===== config.mk =====
export PLATFORM = sky130hd
export DESIGN_NAME = stage3_hazard_ctrl
export DESIGN_NICKNAME = d
export VERILOG_FILES = /design/src/rtl/stage3_hazard_ctrl.sv
export SDC_FILE = /design/constraint.sdc
export NUM_CORES = 1
export LEC_CHECK = 0
export CORE_AREA = 2 2 104 106
export DETAILED_ROUTE_END_ITERATION = 10
export DIE_AREA = 0 0 106 108
export PLACE_DENSITY_LB_ADDON = 0.1
export REMOVE_ABC_BUFFERS = 1
export SYNTH_ARGS = -nofsm -noshare
export SYNTH_HDL_FRONTEND = slang
export SYNTH_SLANG_ARGS = --single-unit

===== constraint.sdc =====
create_clock -name CLK -period 5.3 [get_ports CLK]
set_input_delay 1.06 -clock CLK [delete_from_list [all_inputs] [get_ports CLK]]
set_output_delay 1.06 -clock CLK [all_outputs]
set_load 0.005 [all_outputs]

===== src/rtl/stage3_hazard_ctrl.sv =====
// Hazard-unit controller for a fetch / execute / mem pipeline. It decodes stalls
// and redirects combinationally and sequences trap, xRET, ifence and halt with an FSM.
module stage3_hazard_ctrl #(
    parameter int WORD_W  = 32,
    parameter int CAUSE_W = 4
) (
    input  logic               CLK,
    input  logic               RST,
    input  logic [4:0]         rs1_e,
    input  logic [4:0]         rs2_e,
    input  logic [4:0]         rd_m,
    input  logic               reg_write,
    input  logic               csr_read,
    input  logic               dren,
    input  logic               dwen,
    input  logic               valid_e,
    input  logic               valid_m,
    input  logic               i_mem_busy,
    input  logic               d_mem_busy,
    input  logic               jump,
    input  logic               branch,
    input  logic               mispredict,
    input  logic               ret,
    input  logic               ifence,
    input  logic               fence_stall,
    input  logic               halt,
    input  logic               fault_insn,
    input  logic               mal_insn,
    input  logic               illegal_insn,
    input  logic               breakpoint,
    input  logic               env_m,
    input  logic               mal_l,
    input  logic               fault_l,
    input  logic               mal_s,
    input  logic               fault_s,
    input  logic [WORD_W-1:0]  pc_m,
    input  logic [WORD_W-1:0]  trap_vec,
    input  logic [WORD_W-1:0]  epc_in,
    output logic               pc_en,
    output logic               npc_sel,
    output logic               if_ex_stall,
    output logic               ex_mem_stall,
    output logic               if_ex_flush,
    output logic               ex_mem_flush,
    output logic               iren,
    output logic               suppress_iren,
    output logic               suppress_data,
    output logic               rollback,
    output logic [WORD_W-1:0]  priv_pc,
    output logic               insert_priv_pc,
    output logic               exc_valid,
    output logic [CAUSE_W-1:0] exc_cause,
    output logic [WORD_W-1:0]  epc_out,
    output logic               halted
);

    typedef enum logic [2:0] {
        S_RUN,
        S_TRAP_DRAIN,
        S_TRAP_INSERT,
        S_FENCE_WAIT,
        S_HALTED
    } state_t;

    state_t               r_state;
    state_t               w_next_state;
    logic [CAUSE_W-1:0]   r_exc_cause;
    logic [WORD_W-1:0]    r_epc;
    logic [WORD_W-1:0]    r_ret_target;
    logic                 r_is_trap;

    logic                 w_exc;
    logic                 w_ret;
    logic                 w_ifence;
    logic                 w_halt;
    logic                 w_redirect;
    logic                 w_mem_stall;
    logic [CAUSE_W-1:0]   w_cause;

    // Operand/writeback fields are part of the interface but need no forwarding checks here.
    logic w_unused;
    assign w_unused = &{1'b0, rs1_e, rs2_e, rd_m, reg_write, csr_read, valid_e};

    assign w_exc = valid_m & (fault_insn | mal_insn | illegal_insn | breakpoint | env_m |
                              mal_l | fault_l | mal_s | fault_s);
    assign w_ret       = valid_m & ret;
    assign w_ifence    = valid_m & ifence;
    assign w_halt      = valid_m & halt;
    assign w_redirect  = valid_m & (jump | (branch & mispredict));
    assign w_mem_stall = valid_m & (dren | dwen) & d_mem_busy;

    always_comb begin
        if      (fault_insn)   w_cause = CAUSE_W'(1);
        else if (mal_insn)     w_cause = CAUSE_W'(0);
        else if (illegal_insn) w_cause = CAUSE_W'(2);
        else if (breakpoint)   w_cause = CAUSE_W'(3);
        else if (env_m)        w_cause = CAUSE_W'(11);
        else if (mal_l)        w_cause = CAUSE_W'(4);
        else if (mal_s)        w_cause = CAUSE_W'(6);
        else if (fault_l)      w_cause = CAUSE_W'(5);
        else                   w_cause = CAUSE_W'(7);
    end

    always_ff @(posedge CLK or posedge RST) begin
        if (RST) begin
            r_state      <= S_RUN;
            r_exc_cause  <= '0;
            r_epc        <= '0;
            r_ret_target <= '0;
            r_is_trap    <= 1'b0;
        end else begin
            r_state <= w_next_state;
            if (r_state == S_RUN && !w_halt) begin
                if (w_exc) begin
                    r_exc_cause <= w_cause;
                    r_epc       <= pc_m;
                    r_is_trap   <= 1'b1;
                end else if (w_ret) begin
                    r_ret_target <= epc_in;
                    r_is_trap    <= 1'b0;
                end
            end
        end
    end

    always_comb begin
        w_next_state = r_state;
        case (r_state)
            S_RUN: begin
                if (w_halt)              w_next_state = S_HALTED;
                else if (w_exc || w_ret) w_next_state = i_mem_busy ? S_TRAP_DRAIN : S_TRAP_INSERT;
                else if (w_ifence)       w_next_state = S_FENCE_WAIT;
            end
            S_TRAP_DRAIN:  if (!i_mem_busy) w_next_state = S_TRAP_INSERT;
            S_TRAP_INSERT: w_next_state = S_RUN;
            S_FENCE_WAIT:  if (!fence_stall && !i_mem_busy) w_next_state = S_RUN;
            S_HALTED:      w_next_state = S_HALTED;
            default:       w_next_state = S_RUN;
        endcase
    end

    always_comb begin
        // NOTE: every output gets a default first so no path leaves one unassigned (no latches).
        pc_en          = 1'b0;
        npc_sel        = 1'b0;
        if_ex_stall    = 1'b0;
        ex_mem_stall   = 1'b0;
        if_ex_flush    = 1'b0;
        ex_mem_flush   = 1'b0;
        iren           = 1'b1;
        suppress_iren  = 1'b0;
        suppress_data  = 1'b0;
        rollback       = 1'b0;
        priv_pc        = '0;
        insert_priv_pc = 1'b0;
        exc_valid      = 1'b0;
        exc_cause      = r_exc_cause;
        if (!RST) begin
            case (r_state)
                S_RUN: begin
                    if (w_halt) begin
                        if_ex_stall  = 1'b1;
                        ex_mem_stall = 1'b1;
                    end else if (w_exc) begin
                        suppress_data = 1'b1;
                        if_ex_flush   = 1'b1;
                        ex_mem_flush  = 1'b1;
                        exc_valid     = 1'b1;
                        exc_cause     = w_cause;
                    end else if (w_ret) begin
                        if_ex_flush  = 1'b1;
                        ex_mem_flush = 1'b1;
                    end else if (w_ifence) begin
                        if_ex_flush   = 1'b1;
                        ex_mem_flush  = 1'b1;
                        rollback      = 1'b1;
                        suppress_iren = 1'b1;
                    end else if (w_redirect) begin
                        // A busy fetch bus holds the branch in mem until the target can be issued.
                        npc_sel      = 1'b1;
                        if_ex_flush  = 1'b1;
                        ex_mem_stall = i_mem_busy;
                        pc_en        = !i_mem_busy;
                    end else begin
                        if_ex_stall  = i_mem_busy | w_mem_stall;
                        ex_mem_stall = w_mem_stall;
                        pc_en        = !(i_mem_busy | w_mem_stall);
                    end
                end
                S_TRAP_DRAIN: begin
                    if_ex_flush   = 1'b1;
                    ex_mem_flush  = 1'b1;
                    suppress_iren = 1'b1;
                end
                S_TRAP_INSERT: begin
                    insert_priv_pc = 1'b1;
                    pc_en          = 1'b1;
                    priv_pc        = r_is_trap ? trap_vec : r_ret_target;
                end
                S_FENCE_WAIT: begin
                    if_ex_flush  = 1'b1;
                    ex_mem_flush = 1'b1;
                    rollback     = 1'b1;
                    if (!fence_stall && !i_mem_busy) pc_en = 1'b1;
                    else                             suppress_iren = 1'b1;
                end
                S_HALTED: begin
                    iren         = 1'b0;
                    if_ex_stall  = 1'b1;
                    ex_mem_stall = 1'b1;
                end
                default: ;
            endcase
        end
    end

    assign epc_out = r_epc;
    assign halted  = (r_state == S_HALTED);

endmodule


==> impl_metrics.ini <==
[run_status]
outcome = finished, final reports clean

[clock_network]
cts_hold_buf = 0
cts-buffers-inserted = 9
insertion_delay_ns = 0.34
clockRootBuffer = clkbuf_8
cts_max_level = 3
clk_pin_slew_worst_paths_ns = 0.07
clk_path_buf_depth = 2
cts_resized = 0
cts_num_sinks = 72
cts_tree = done
postCtsSetupRepairBufs = 0

[timing]
finalCritPeriodShare_pct = 85.2
min_period_ns = 4.51
setup_viol = 0
finalHoldViolCount = 0
skew_ns = 0.00893
max_freq_ghz = 0.222
fin_tns_setup_ns = 0
maxSlewViolCount = 0
rsz0062_at_grt = no
slew_headroom_pct = 33.8
worst_pin_slew_ns = 0.992

[grt]
gr-usage-all-layers_pct = 17.5
first_global_vias = 3143
antenna_found_initial = 0
grt-ovfl-total = 0
grt_pass1_wl_mm = 15.8
grt_max_degree = 73

[yosys]
yosys.cell_types.count = 40
synth-edff-count = 0
syn_inst = 297
synth-seq-cells = 72
synth_area_per_cell_um2 = 13.2
synth-main-ff-cell = dfrtp_1
yosysWarnings = 0
ys_async_sr_fraction_pct = 100
synth-seq-area-share_pct = 46.1
syn_area_um2 = 3910

[drt]
drt-initial-drc-count = 96
ant_nets = 0
viasPerCell = 4.71
drc = 0
dr.pass1.iters = 4
wire_per_inst_um = 15.9
num_vias = 2979
routed_wl_mm = 10.0

[power]
p_leak_nw = 2.74
pwr_density_cell_nw_per_um2 = 349
vdd_drop_max_mv = 0.230

[min_path]
worstHoldEndpoint = epc_out[20]
hp-class = register to register
hp-start = epc_out[20]
holdPathStages = 1

[critical_path]
end_kind = output pin
ff2ff_setup_slack_ns = 2.83
worstPathRequired_ns = 4.24
start_kind = input port
worst-setup-path-type = input port to output pin
cp_max_fo = 5
reg2reg_to = r_ret_target[30]
critical_path_arrival_ns = 3.45
r2r_cells = 4
reg2reg_from = r_state[1]

[layout]
fin_util_pct = 59.6
n_antenna_cell = 0
drive_gt1_share_pct = 20.6
area_delta_synth_final_pct = 55.9
final_nets = 628
layout_commonest_cell = clkdlybuf4s50_1
final_cell_mix = clkdlybuf4s50_1 (199), dfrtp_1 (71), mux2_4 (58)

[die]
core_area_um2 = 10200
die_area_um2 = 11400
die_x_um = 106
io-pin-count = 218
num_rows = 37
die-height_um = 108
start_util_pct = 38.2

[flow_run]
max-cap-violations = 0

[place]
gp_congestion = 0.798
dp_hpwl_mm = 7.19
io_buffer_count = 199
[logic make-up (layout without fill, tap and decap cells)]
group,count (synthesis),count (layout),share of synthesized area [%]
AND/OR/NAND/NOR,75,75,10.3
flip-flops,72,72,46.1
multiplexers,104,104,34.4
buffers and inverters,23,222,5.60
AO/OA/AOI/OAI,23,23,3.55
[power breakdown]
part	internal, W	total (W)	switching (W)
logic	0.000611	0.000840	0.000230
registers	0.000692	0.000841	0.000148
clock network	0.000232	0.000447	0.000215
total	0.00153	0.00213	0.000593
[routing by layer]
metal | share of wire (%) | GRT usage, %
met1 | 44 | 22.1
met2 | 46 | 27.7
met3 | 9.7 | 6.69
met4 | 1.1 | 6.11
met5 | 0 | 0
[area by class of cell]
type                    count  area [um^2]
flip-flops and latches     72         1800
clock inverters             6         67.6
inverters                   5         18.8
multi-input cells         202         1890
well taps                 136          170
clock buffers              10          138
fillers                   867         4140
repair buffers            201         2010
[cells in the mapped netlist (3+ instances only)]
cell type  instances  share of area, %
buf_12             7               3.6
clkbuf_1           8              0.77
o22ai_1            3              0.48
o21ai_0            4              0.51
inv_1              5              0.48
dfrtp_1           72                46
a21oi_1            8               1.0
nand2_1           10              0.96
mux2_2            12               3.5
mux2i_1           34               8.7
mux2_4            58                22
nand2b_1           4              0.64
nor2_1            41               3.9
[sequential cells by signal (all words and copies together), names as in the netlist]
register / flops
r_ret_target: 32
r_state: 3
r_is_trap: 1
r_exc_cause: 4
epc_out: 32
[per-stage QoR]
stage	instance area [um^2]	total power [W]	setup slack, ns	hold slack, ns	std cells
2_1_floorplan	3710	0.00122	0.414	0.477	279
3_3_place_gp	5890	0.00168	0.824	0.489	616
3_5_place_dp	5890	0.00169	0.797	0.491	616
4_1_cts	6090	0.00216	0.797	0.512	632
5_1_grt	6090	0.00226	0.680	0.530	632
6_report	6090	0.00213	0.786	0.505	632
[how the worst max path moves through the flow]
stage | endpoint | from | slack, ns
2_1_floorplan | priv_pc[0] | RST | 0.41
3_3_place_gp | priv_pc[17] | RST | 0.82
3_5_place_dp | ex_mem_stall | fault_insn | 0.80
4_1_cts | priv_pc[27] | RST | 0.80
5_1_grt | ex_mem_stall | fault_insn | 0.68
6_report | ex_mem_stall | fault_insn | 0.79
[worst max-delay path: stages]
cell	delay, ns
clkdlybuf4s50_1	0.43
or3_1	0.49
nand4bb_1	0.38
and2_1	0.28
a211oi_1	0.27
clkdlybuf4s50_1	0.55
No activity file was read; power rests on OpenSTA's default activity.
